**src/rtl/dma_busmaster.sv**
```systemverilog
// dma_busmaster: 68030 bus initiator. Arbitrates with /BR-/BG-/BGACK, then runs
// asynchronous cycles with dynamic bus sizing for one local operand request.
module dma_busmaster #(
  parameter int TIMEOUT = 255
) (
  input  logic        CLK,
  input  logic        nRST,
  input  logic        req,
  input  logic [31:0] req_addr,
  input  logic        req_rnw,
  input  logic [1:0]  req_siz,
  input  logic [31:0] req_wdata,
  output logic        busy,
  output logic        done,
  output logic        err,
  output logic [31:0] rdata,
  output logic        nBR,
  input  logic        nBG,
  output logic        nBGACK,
  input  logic        nASI,
  output logic        BUS_OE,
  output logic [31:0] ADDR,
  output logic [1:0]  SIZ,
  output logic        RnW,
  output logic        nAS,
  output logic        nDS,
  output logic [31:0] DATA_OUT,
  output logic        DATA_OE,
  input  logic [31:0] DATA_IN,
  input  logic [1:0]  nDSACK,
  input  logic        nBERR
);

  typedef enum logic [3:0] {
    S_IDLE   = 4'd0,
    S_ARB    = 4'd1,
    S_OWN    = 4'd2,
    S_ADDR   = 4'd3,
    S_ASSERT = 4'd4,
    S_WDS    = 4'd5,
    S_WAIT   = 4'd6,
    S_END    = 4'd7,
    S_NEG    = 4'd8,
    S_REL    = 4'd9
  } state_t;

  localparam logic [7:0] TIMEOUT_CNT = 8'(TIMEOUT);

  state_t      state;
  state_t      next_state;

  logic [1:0]  nbg_sync;
  logic [1:0]  nasi_sync;
  logic [1:0]  nberr_sync;
  logic [1:0]  dsack_meta;
  logic [1:0]  dsack_sync;
  logic        nbg_safe;
  logic        nasi_safe;
  logic        nberr_safe;

  logic [31:0] cur_addr;
  logic [2:0]  rem;
  logic [31:0] wreg;
  logic        rnw_op;
  logic        err_flag;
  logic [7:0]  wait_cnt;

  logic [2:0]  req_bytes;
  logic [5:0]  req_shift;
  logic [2:0]  step;
  logic        term_ok;
  logic        abort;
  logic        accept;

  // Bytes one cycle moves for a given port width, remaining count and offset.
  function automatic logic [2:0] xfer_bytes(input logic [1:0] port,
                                            input logic [2:0] left,
                                            input logic [1:0] a);
    logic [2:0] lim;
    case (port)
      2'b00:   lim = 3'd4 - {1'b0, a};
      2'b01:   lim = 3'd2 - {2'b00, a[0]};
      default: lim = 3'd1;
    endcase
    return (left < lim) ? left : lim;
  endfunction

  function automatic logic [1:0] first_lane(input logic [1:0] port, input logic [1:0] a);
    logic [1:0] lane;
    case (port)
      2'b00:   lane = a;
      2'b01:   lane = {1'b0, a[0]};
      default: lane = 2'b00;
    endcase
    return lane;
  endfunction

  // Operand bytes replicated onto the lanes the 68030 would drive for offset a.
  function automatic logic [31:0] write_lanes(input logic [31:0] r, input logic [1:0] a);
    logic [7:0] r0, r1, r2, r3, d15, d7;
    {r0, r1, r2, r3} = r;
    case (a)
      2'b00:   begin d15 = r2; d7 = r3; end
      2'b01:   begin d15 = r1; d7 = r2; end
      2'b10:   begin d15 = r0; d7 = r1; end
      default: begin d15 = r0; d7 = r0; end
    endcase
    return {r0, (a[0] ? r0 : r1), d15, d7};
  endfunction

  function automatic logic [31:0] shift_in(input logic [31:0] acc,
                                           input logic [31:0] data,
                                           input logic [1:0]  first,
                                           input logic [2:0]  count);
    logic [31:0] res;
    logic [1:0]  lane;
    res = acc;
    for (int i = 0; i < 4; i++) begin
      lane = first + 2'(i);
      if (i < int'(count)) begin
        res = {res[23:0], data[8*(3-int'(lane)) +: 8]};
      end else begin
        res = res;
      end
    end
    return res;
  endfunction

  assign nbg_safe   = nbg_sync[1];
  assign nasi_safe  = nasi_sync[1];
  assign nberr_safe = nberr_sync[1];
  assign req_bytes  = (req_siz == 2'b00) ? 3'd4 : {1'b0, req_siz};
  assign req_shift  = {3'd4 - req_bytes, 3'b000};
  assign accept     = (state == S_IDLE) && req;

  // Two-flop synchronizers; all bus decisions use the second stage.
  always_ff @(posedge CLK or negedge nRST) begin
    if (!nRST) begin
      nbg_sync   <= 2'b11;
      nasi_sync  <= 2'b11;
      nberr_sync <= 2'b11;
      dsack_meta <= 2'b11;
      dsack_sync <= 2'b11;
    end else begin
      nbg_sync   <= {nbg_sync[0], nBG};
      nasi_sync  <= {nasi_sync[0], nASI};
      nberr_sync <= {nberr_sync[0], nBERR};
      dsack_meta <= nDSACK;
      dsack_sync <= dsack_meta;
    end
  end

  // Termination decode in WAIT; /BERR outranks DSACK.
  always_comb begin
    term_ok = 1'b0;
    abort   = 1'b0;
    step    = xfer_bytes(dsack_sync, rem, cur_addr[1:0]);
    if (state == S_WAIT) begin
      if (!nberr_safe) begin
        abort = 1'b1;
      end else if (dsack_sync != 2'b11) begin
        term_ok = 1'b1;
      end else if (wait_cnt == TIMEOUT_CNT) begin
        abort = 1'b1;
      end else begin
        abort = 1'b0;
      end
    end else begin
      term_ok = 1'b0;
    end
  end

  // State register.
  always_ff @(posedge CLK or negedge nRST) begin
    if (!nRST) begin
      state <= S_IDLE;
    end else begin
      state <= next_state;
    end
  end

  // Next-state logic.
  always_comb begin
    next_state = state;
    case (state)
      S_IDLE:   next_state = req ? S_ARB : S_IDLE;
      S_ARB:    next_state = (!nbg_safe && nasi_safe) ? S_OWN : S_ARB;
      S_OWN:    next_state = S_ADDR;
      S_ADDR:   next_state = S_ASSERT;
      S_ASSERT: next_state = rnw_op ? S_WAIT : S_WDS;
      S_WDS:    next_state = S_WAIT;
      S_WAIT:   next_state = (term_ok || abort) ? S_END : S_WAIT;
      S_END:    next_state = S_NEG;
      S_NEG: begin
        if ((dsack_sync == 2'b11) && nberr_safe) begin
          next_state = ((rem != 3'd0) && !err_flag) ? S_ADDR : S_REL;
        end else begin
          next_state = S_NEG;
        end
      end
      S_REL:    next_state = S_IDLE;
      default:  next_state = S_IDLE;
    endcase
  end

  // Operand datapath: address, remaining count, write register, read accumulator.
  always_ff @(posedge CLK or negedge nRST) begin
    if (!nRST) begin
      cur_addr <= 32'd0;
      rem      <= 3'd0;
      wreg     <= 32'd0;
      rnw_op   <= 1'b1;
      err_flag <= 1'b0;
      rdata    <= 32'd0;
    end else if (accept) begin
      cur_addr <= req_addr;
      rem      <= req_bytes;
      wreg     <= req_wdata << req_shift;
      rnw_op   <= req_rnw;
      err_flag <= 1'b0;
      rdata    <= 32'd0;
    end else if (term_ok) begin
      // Data is still held by the target here: DSACK is only seen after sync.
      if (rnw_op) begin
        rdata <= shift_in(rdata, DATA_IN, first_lane(dsack_sync, cur_addr[1:0]), step);
      end else begin
        rdata <= rdata;
      end
      cur_addr <= cur_addr + {29'd0, step};
      rem      <= rem - step;
      wreg     <= wreg << {step, 3'b000};
    end else if (abort) begin
      err_flag <= 1'b1;
    end else begin
      err_flag <= err_flag;
    end
  end

  // WAIT-state termination timer.
  always_ff @(posedge CLK or negedge nRST) begin
    if (!nRST) begin
      wait_cnt <= 8'd0;
    end else if ((state != S_WAIT) && (next_state == S_WAIT)) begin
      wait_cnt <= 8'd0;
    end else if (state == S_WAIT) begin
      wait_cnt <= wait_cnt + 8'd1;
    end else begin
      wait_cnt <= wait_cnt;
    end
  end

  // Registered bus and handshake outputs, decoded from the state being entered.
  always_ff @(posedge CLK or negedge nRST) begin
    if (!nRST) begin
      nBR      <= 1'b1;
      nBGACK   <= 1'b1;
      BUS_OE   <= 1'b0;
      nAS      <= 1'b1;
      nDS      <= 1'b1;
      DATA_OE  <= 1'b0;
      RnW      <= 1'b1;
      ADDR     <= 32'd0;
      SIZ      <= 2'b00;
      DATA_OUT <= 32'd0;
      busy     <= 1'b0;
      done     <= 1'b0;
      err      <= 1'b0;
    end else begin
      nBR     <= (next_state != S_ARB);
      nBGACK  <= !(next_state inside {S_OWN, S_ADDR, S_ASSERT, S_WDS, S_WAIT, S_END, S_NEG});
      BUS_OE  <= (next_state inside {S_OWN, S_ADDR, S_ASSERT, S_WDS, S_WAIT, S_END, S_NEG});
      nAS     <= !(next_state inside {S_ASSERT, S_WDS, S_WAIT});
      nDS     <= !(((next_state == S_ASSERT) && rnw_op) || (next_state inside {S_WDS, S_WAIT}));
      DATA_OE <= !rnw_op && (next_state inside {S_ASSERT, S_WDS, S_WAIT, S_END, S_NEG});
      busy    <= (next_state != S_IDLE);
      done    <= (next_state == S_REL);
      err     <= (next_state == S_REL) ? err_flag : 1'b0;
      if ((next_state == S_ADDR) && (state != S_ADDR)) begin
        ADDR     <= cur_addr;
        SIZ      <= rem[1:0];
        RnW      <= rnw_op;
        DATA_OUT <= write_lanes(wreg, cur_addr[1:0]);
      end else begin
        ADDR     <= ADDR;
        SIZ      <= SIZ;
        RnW      <= RnW;
        DATA_OUT <= DATA_OUT;
      end
    end
  end

endmodule

```
**config.mk**
```make
export PLATFORM = sky130hd
export DESIGN_NAME = dma_busmaster
export DESIGN_NICKNAME = d
export VERILOG_FILES = /design/src/rtl/dma_busmaster.sv
export SDC_FILE = /design/constraint.sdc
export NUM_CORES = 1
export LEC_CHECK = 0
export CORE_MARGIN = 1.5
export CORE_UTILIZATION = 57
export CTS_BUF_LIST = sky130_fd_sc_hd__clkbuf_16
export CTS_CLUSTER_DIAMETER = 120
export DETAILED_ROUTE_END_ITERATION = 6
export PLACE_DENSITY = 0.86
export REMOVE_ABC_BUFFERS = 1
export SYNTH_ARGS = -nofsm -noshare
export SYNTH_HDL_FRONTEND = slang
export SYNTH_SLANG_ARGS = --single-unit
```
**constraint.sdc**
```tcl
create_clock -name CLK -period 11.7 [get_ports CLK]
set_input_delay 2.34 -clock CLK [delete_from_list [all_inputs] [get_ports CLK]]
set_output_delay 2.34 -clock CLK [all_outputs]
set_load 0.02 [all_outputs]
```
==> results.txt, run 1 <==
After synthesis, the cell types taking the most area are sky130_fd_sc_hd__dfrtp_1 40%, sky130_fd_sc_hd__mux2_2 6.2%, sky130_fd_sc_hd__nand2_1 6.0%. Setup violations remaining at the end of the flow were counted as 0. The overall global routing resource usage is 30.8%, and the initial antenna violation count is 0. The worst setup path is of the reg -> reg kind. The delay contributed by the slowest stage of the critical path was 700 ps; the data arrival time of the worst path was 5380 ps. The floorplan row count is 51, and the vertical extent of the die is 146 µm.

Timing analysis after detailed placement gives a worst setup slack of 6250 ps. The logs give 4 for the number of H-tree levels and 0 for the number of endpoints with negative hold slack in the final report. Using the TritonRoute via totals, the vias-per-cell ratio works out to 6.47. For the worst-skew pair, the clock arrives at the later sink with an insertion delay of 440 ps.

The power density of the placed cells is 275 nW/µm², and the number of remaining DRC errors is 1. The DRC marker count from the first detailed-route iteration came out at 1267. Detailed placement ended at an HPWL of 22000 µm. Entering global routing, the biggest net connects 124 pins. The final weighted congestion in routability-driven placement was 0.875. The cell that appears most often on the critical path is sky130_fd_sc_hd__ha_1. In this run the cell area measured after placement is 13800 µm².

The sequential fraction of the synthesis area was 43.2%. The worst slew margin relative to its limit is 8.94%, and the clock period minus worst slack is 5080 ps. 215 I/O pins were placed.

Synthesis instantiated 84 different standard cells from the library. Along the worst path, the maximum fanout reaches 42. The tools report the initial standard-cell utilization of the core as 58.8%.

The count of final max-slew check failures was 0. The worst path meets setup with 6620 ps of slack. Traced cell by cell, the critical path runs through inv_1, ha_1, nand2_1, ha_1, nor2_1, o32ai_4, inv_2, ha_1, fa_1, a21o_1, nand3_1, nor2_1, nand2_1, nor3_1, xnor2_1, o21ai_1. The dominant cell type by area after synthesis was sky130_fd_sc_hd__dfrtp_1.

The logs give 32700 µm for the total detailed-routing wirelength and 1476 for the net count of the finished layout. The fraction of layout cells with a size suffix above 1 was 13.4%; the count of TritonRoute iterations in the first routing pass was 7. For the area of the die, the log shows 21200 µm². The max-capacitance violation count is 0.

The path class of the tightest hold or removal check is reg -> reg. At the pin with the least slew margin, the transition time is 1360 ps. The run finished, with violations left. The number of cells after detailed placement came out at 1599.

The number of nets with antenna violations after routing came out at 0. The routed layout has 10500 vias. TritonCTS built the clock tree.

The count of flip-flops with a built-in enable after synthesis works out to 0. The clock input transition at the sequential cells of the worst setup and hold paths was 80 ps; the share of flip-flops with an asynchronous set or reset after synthesis was 100%. The clock arrives with 10.4 ps of skew. Cells fill 73.0% of the core in the end. The clock passes through at most 2 buffers. In this run, post-CTS hold repair placed 0 buffers.

For the wire length of the first global-routing pass, the log shows 52800 µm. The count of input and output buffers is 214. The highest clock rate is 197 MHz, and the area growth from synthesis to final layout is 24.2%. Library cell used as clock root buffer: sky130_fd_sc_hd__clkbuf_16. The worst setup path is launched from a flop.

For this run the aggregate overflow at the end of global routing stands at 0. The tools report the nature of the critical path endpoint as a flop. The cell count after synthesis came out at 1187. Yosys printed 0 warnings.

The area of the mapped netlist is 11600 µm², and the worst vdd rail ir drop is 180 µV. The top cell type by area accounts for 39.5% of the synthesized area. In this run the horizontal extent of the chip is 146 µm. The total area inside the core boundary comes to 19700 µm². The routed wire length per instance came out at 20.1 µm. Total of flip-flops plus latches after synthesis: 199. The tools report the number of buffers inserted during clock tree synthesis as 17. The number of buffers inserted to repair setup after CTS was 0. The slowest stage of the critical path is the sky130_fd_sc_hd__ha_1 cell.

The most frequent cell after synthesis is sky130_fd_sc_hd__nand2_1. The prevailing post-synth register cell was sky130_fd_sc_hd__dfrtp_1. The endpoint required time on the critical path came out at 12000 ps.

The final reports fail on design-rule violations. The run gives 1631 as the number of cells in the finished layout apart from fillers. The final critical path takes up 43.4% of the cycle.

The finished cells cover 14400 µm². For the total of cells resized after clock tree synthesis, the log shows 0. The via count of the first global-routing pass was 10400; the per-instance average area after synthesis was 9.76 µm². The clock net in this run drives a total of 199 sinks. Setup repair after global routing left no endpoint under its margin. By count the netlist is led by 186 x sky130_fd_sc_hd__nand2_1, 183 x sky130_fd_sc_hd__dfrtp_1, 90 x sky130_fd_sc_hd__a21oi_1. For the post-route setup TNS, the log shows 0 ps. The repair_antennas step left the layout with diodes totalling 0. For this design the static power due to leakage is 5.82 nW.
==> through the flow <==
step	hold WS, ps	total power [mW]
2_1_floorplan	345	2.61
3_3_place_gp	346	3.29
3_5_place_dp	347	3.36
4_1_cts	358	3.94
5_1_grt	360	4.19
6_report	357	3.96
==> path summary, 6_finish.rpt <==
path                                     end  cells past startpoint          from  slack (ps)
worst max-delay path            cur_addr[30]                     16   cur_addr[1]        6620
worst min-delay path            nasi_sync[1]                      0  nasi_sync[0]         360
worst max register to register  cur_addr[30]                     16   cur_addr[1]        6620
worst min register to register  nasi_sync[1]                      0  nasi_sync[0]         360
max in group asynchronous          rdata[25]                      2          nRST        8080
min in group asynchronous        wait_cnt[1]                      1          nRST        2040
==> routing by layer <==
layer  GRT usage [%]  wire, µm  up-vias
li1                -         -     4763
met3            6.58      3030       95
met1            39.7     12800     5079
met4            14.4      1140        0
met2            49.8     15800      608
met5               0         0        -
==> sequential cells by signal, indices dropped and copies added, names as in the netlist, 2 cells and up <==
signal / cells
nberr_sync: 2
cur_addr: 32
DATA_OUT: 32
nbg_sync: 2
dsack_meta: 2
rem: 3
state: 4
wait_cnt: 8
SIZ: 2
rdata: 32
nasi_sync: 2
ADDR: 32
wreg: 32
dsack_sync: 2
==> critical path, delay by kind of cell (launching register included) <==
kind / cells / cell delay, ps
compound gates: 3 / 420
fa+ha+maj: 4 / 1670
xor+xnor: 1 / 150
simple gates: 6 / 1470
buf+inv: 2 / 760
flops: 1 / 460
==> area by class of cell <==
type | count | area, µm²
repair buffers | 229 | 2260
multi-input cells | 886 | 6150
flip-flops and latches | 199 | 5000
fillers | 1397 | 5320
inverters | 20 | 75.1
clock inverters | 15 | 154
well taps | 265 | 332
clock buffers | 17 | 425
==> power by group <==
group	internal (mW)	switching [mW]
Clock	0.285	0.290
Sequential	0.971	0.274
Combinational	0.911	1.23
==> layout by cell type, fill, tap and decap left out, drive strengths merged, types with 4 or more instances in the layout <==
cell type	netlist	layout
mux4	18	18
a22o	18	18
dfstp	16	16
o31ai	11	11
clkinv	0	5
a22oi	18	18
mux2	68	68
a211oi	22	22
nand3	21	21
a311oi	5	5
dfrtp	183	183
or3	5	5
xnor2	14	14
a32o	4	4
and3	11	11
clkbuf	46	18
nand2	188	188
a21o	6	6
nand3b	8	8
ha	14	14
inv	20	29
a221o	24	24
nor2	63	63
a222oi	16	16
xor2	15	15
a21oi	92	92
o21ai	89	89
buf	36	15
clkdlybuf4s50	0	213
o211ai	4	4
nand4	11	11
a221oi	18	18
a31oi	5	5
nor3	45	45
mux2i	18	18
nand2b	8	8
==> kinds of logic after synthesis <==
| family | after synthesis | share of synthesized area (%) |
|---|---|---|
| AO/OA/AOI/OAI | 361 | 22.3 |
| adder cells (fa/ha/maj) | 16 | 1.86 |
| AND/OR/NAND/NOR | 376 | 14.8 |
| flip-flops | 199 | 43.2 |
| multiplexers | 104 | 11.8 |
| buffers and inverters | 102 | 3.90 |
| XOR/XNOR | 29 | 2.26 |
Note: power is estimated with default switching activity, not from simulation.
==> run 2, diff against run 1 <==
- CORE_UTILIZATION: 57 -> 53
- PLACE_DENSITY: 0.86 -> 0.81
- clock period: 11.7 -> 5.1 ns (I/O delays scaled with it)
==> results.txt, run 2 (same netlist as run 1, synthesis figures left out) <==
The run finished, with violations left. Violated checks: design-rule violations (unchanged). The overall global routing resource usage came out at 30.3% (was 30.8%). Total detailed-routing wirelength: 33900 µm (was 32700 µm). The I/O pin count is 215 (unchanged), and the largest clock skew in the final design is 20.8 ps (was 10.4 ps).

The tools report the number of buffers inserted to repair setup after CTS as 0 (unchanged). For the number of setup violations in the final report, the log shows 0 (unchanged). The worst min-delay path endpoint is dsack_sync[1] (was nasi_sync[1]). The worst reg-to-reg setup slack was 930 ps (was 6620 ps); the floorplan core area was 21200 µm² (was 19700 µm²).

The number of nets with antenna violations after routing was 0 (unchanged); the power density of the placed cells was 635 nW/µm² (was 275 nW/µm²). The number of H-tree levels came out at 4 (unchanged). The per-cell via count in the routed design works out to 6.45 (was 6.47). The initial antenna violation count was 1 (was 0); the routed wire length per instance was 20.6 µm (was 20.1 µm). The worst vdd rail ir drop was 354 µV (was 180 µV); the floorplan row count was 53 (was 51).

The static leakage power was 5.86 nW (was 5.82 nW). The library cell used as clock root buffer is sky130_fd_sc_hd__clkbuf_16 (unchanged). The fraction of layout cells with a size suffix above 1 is 13.8% (was 13.4%).

The path type of the worst min-delay path was reg -> reg (unchanged). The final core utilization was 68.2% (was 73.0%); the final weighted congestion in routability-driven placement was 0.891 (was 0.875). The tools report the overall via count from detail_route as 10600 (was 10500). The area of the die was 22800 µm² (was 21200 µm²). The run gives 22800 µm (was 22000 µm) as the sum of net half-perimeters after detailed placement. The capture instance of the worst register-to-register path is cur_addr[27] (was cur_addr[30]).

The final critical-path share of the clock period was 81.7% (was 43.4%). The area growth from synthesis to final layout is 25.0% (was 24.2%). The count of TritonRoute iterations in the first routing pass is 7 (unchanged), and the TritonCTS sink count is 199 (unchanged).

TritonCTS built the clock tree. The vertical extent of the die is 151 µm (was 146 µm), and the post-route setup TNS is 0 ps (unchanged). Cell repeated most along the worst path: sky130_fd_sc_hd__ha_1 (unchanged). The pin slew with the least headroom to its limit is 1310 ps (was 1360 ps). The cell depth of the worst flop-to-flop path was 16 (unchanged).

Setup repair after global routing left no endpoint under its margin. The worst slew margin relative to its limit is 12.0% (was 8.94%), and the clock input transition at the sequential cells of the worst setup and hold paths is 80 ps (about the same). The run gives 0 (unchanged) as the count of hold buffers inserted by post-cts repair. The die width is 151 µm (was 146 µm), and the endpoint required time on the critical path is 5400 ps (was 12000 ps). The total buffers and inverters traversed by the critical path was 1 (was 2); the maximum number of pins on one net before global-route repair was 95 (was 124). The number of buffers inserted during clock tree synthesis was 17 (unchanged). The clock period minus worst slack was 4170 ps (was 5080 ps). The logs give 0 (unchanged) for the total inserted antenna cells and 4470 ps (was 5380 ps) for the data arrival time of the worst path. The tools report the worst reg2reg path startpoint as cur_addr[1] (unchanged).

The largest fanout of any net on the critical path works out to 6 (was 42). For the total area of multi-input combinational cells, the log shows 6150 µm² (unchanged). The tools report the sort of element at the start of the critical path as a flop (unchanged).

Nature of the critical path endpoint: a flop (unchanged). The via count of the first global-routing pass is 10400 (about the same), and the wire length of the first global-routing pass is 53700 µm (was 52800 µm). The run gives 5000 µm² (unchanged) as the register area.

Standard cell with the maximum stage delay on the critical path: sky130_fd_sc_hd__dfrtp_1 (was sky130_fd_sc_hd__ha_1). The tools report the number of fill cells as 1637 (was 1397). The most common cell after layout, fill and taps aside was sky130_fd_sc_hd__clkdlybuf4s50_1 (unchanged).

The number of endpoints with negative hold slack in the final report is 0 (unchanged), and the aggregate global routing overflow is 0 (unchanged). Cell count of the worst hold path: 0 (unchanged). Worst hold path startpoint: dsack_meta[1] (was nasi_sync[0]).

Count of input and output buffers: 214 (unchanged). The initial standard-cell utilization of the core was 54.6% (was 58.8%); the clock network latency to the later pin of the worst-skew pair was 450 ps (was 440 ps). The count of final max-slew check failures is 0 (unchanged). Top library cells by usage in the layout, fill and taps aside: 213 x sky130_fd_sc_hd__clkdlybuf4s50_1, 186 x sky130_fd_sc_hd__nand2_1, 183 x sky130_fd_sc_hd__dfrtp_1 (unchanged).

Number of remaining DRC errors: 5 (was 1). The delay contributed by the slowest stage of the critical path was 470 ps (was 700 ps). Total of cells resized after clock tree synthesis: 0 (unchanged). The tools report the max-capacitance violation count as 0 (unchanged). The largest delay contributor family on the critical path is compound AO/OA/AOI/OAI gates (was adder cells). The highest clock rate was 240 MHz (was 197 MHz); the DRC marker count from the first detailed-route iteration was 1118 (was 1267).

The run gives 2 (unchanged) as the maximum clock path buffer count. The kind of critical path is reg -> reg (unchanged). Net count of the finished layout: 1484 (was 1476). List of cells traversed by the critical path: inv_1, ha_1, nand2b_1, a21o_1, ha_1, nand2_1, o21a_1, o21ai_1, ha_1, a21o_1, a21oi_1, nor3_2, and2_1, nand3_1, xor2_1, o21ai_1 (was inv_1, ha_1, nand2_1, ha_1, nor2_1, o32ai_4, inv_2, ha_1, fa_1, a21o_1, nand3_1, nor2_1, nand2_1, nor3_1, xnor2_1, o21ai_1).
## run 2: per-stage QoR
stage | setup slack (ps) | power [mW] | cells | hold slack (ps) | instance area (µm²)
finish | 934 | 9.20 | 1649 | 356 | 14500
global route | 546 | 9.74 | 1649 | 362 | 14500
CTS | 1000 | 9.14 | 1649 | 357 | 14500
detailed placement | 1030 | 7.79 | 1617 | 347 | 13900
global placement | 1190 | 7.67 | 1617 | 345 | 13900
floorplan | -220 | 5.99 | 1105 | 345 | 11200
## run 2: area by class of cell
cell class              instances  area share, %
clock buffers                  17           2.94
repair buffers                237           16.1
clock inverters                15           1.09
well taps                     275           2.38
inverters                      20          0.518
multi-input cells             886           42.5
flip-flops and latches        199           34.5
## run 2: report_power, final
part	leakage [nW]	total, mW	internal, mW	switching, mW
clock	0.282	1.33	0.655	0.674
sequential	2.49	2.87	2.23	0.642
combinational	3.09	4.99	2.12	2.87
## run 2: per-layer routing
layer | part of all wire, % | GRT usage (%) | up-vias
li1 | - | - | 4783
met1 | 40 | 39.8 | 5150
met2 | 47 | 48.0 | 604
met3 | 9.5 | 6.45 | 94
met4 | 3.2 | 14.5 | 0
met5 | 0 | 0 | -
## run 2: how the worst max path moves through the flow
stage                     slack [ps]      endpoint         from  cells after the start
after floorplan                 -220  cur_addr[16]  cur_addr[0]                     16
after global placement          1190  cur_addr[16]  cur_addr[1]                     15
after detailed placement        1030  cur_addr[27]  cur_addr[1]                     16
after CTS                       1000  cur_addr[16]  cur_addr[1]                     15
after global routing             550  cur_addr[12]  cur_addr[1]                     15
final                            930  cur_addr[27]  cur_addr[1]                     16
## run 2: worst reg2reg max path: stages, from the launching register on
cell,delay [ps]
sky130_fd_sc_hd__dfrtp_1,470
sky130_fd_sc_hd__inv_1,160
sky130_fd_sc_hd__ha_1,340
sky130_fd_sc_hd__nand2b_1,110
sky130_fd_sc_hd__a21o_1,260
sky130_fd_sc_hd__ha_1,350
sky130_fd_sc_hd__nand2_1,160
sky130_fd_sc_hd__o21a_1,280
sky130_fd_sc_hd__o21ai_1,300
sky130_fd_sc_hd__ha_1,290
sky130_fd_sc_hd__a21o_1,190
sky130_fd_sc_hd__a21oi_1,390
sky130_fd_sc_hd__nor3_2,160
sky130_fd_sc_hd__and2_1,230
sky130_fd_sc_hd__nand3_1,110
sky130_fd_sc_hd__xor2_1,160
sky130_fd_sc_hd__o21ai_1,70
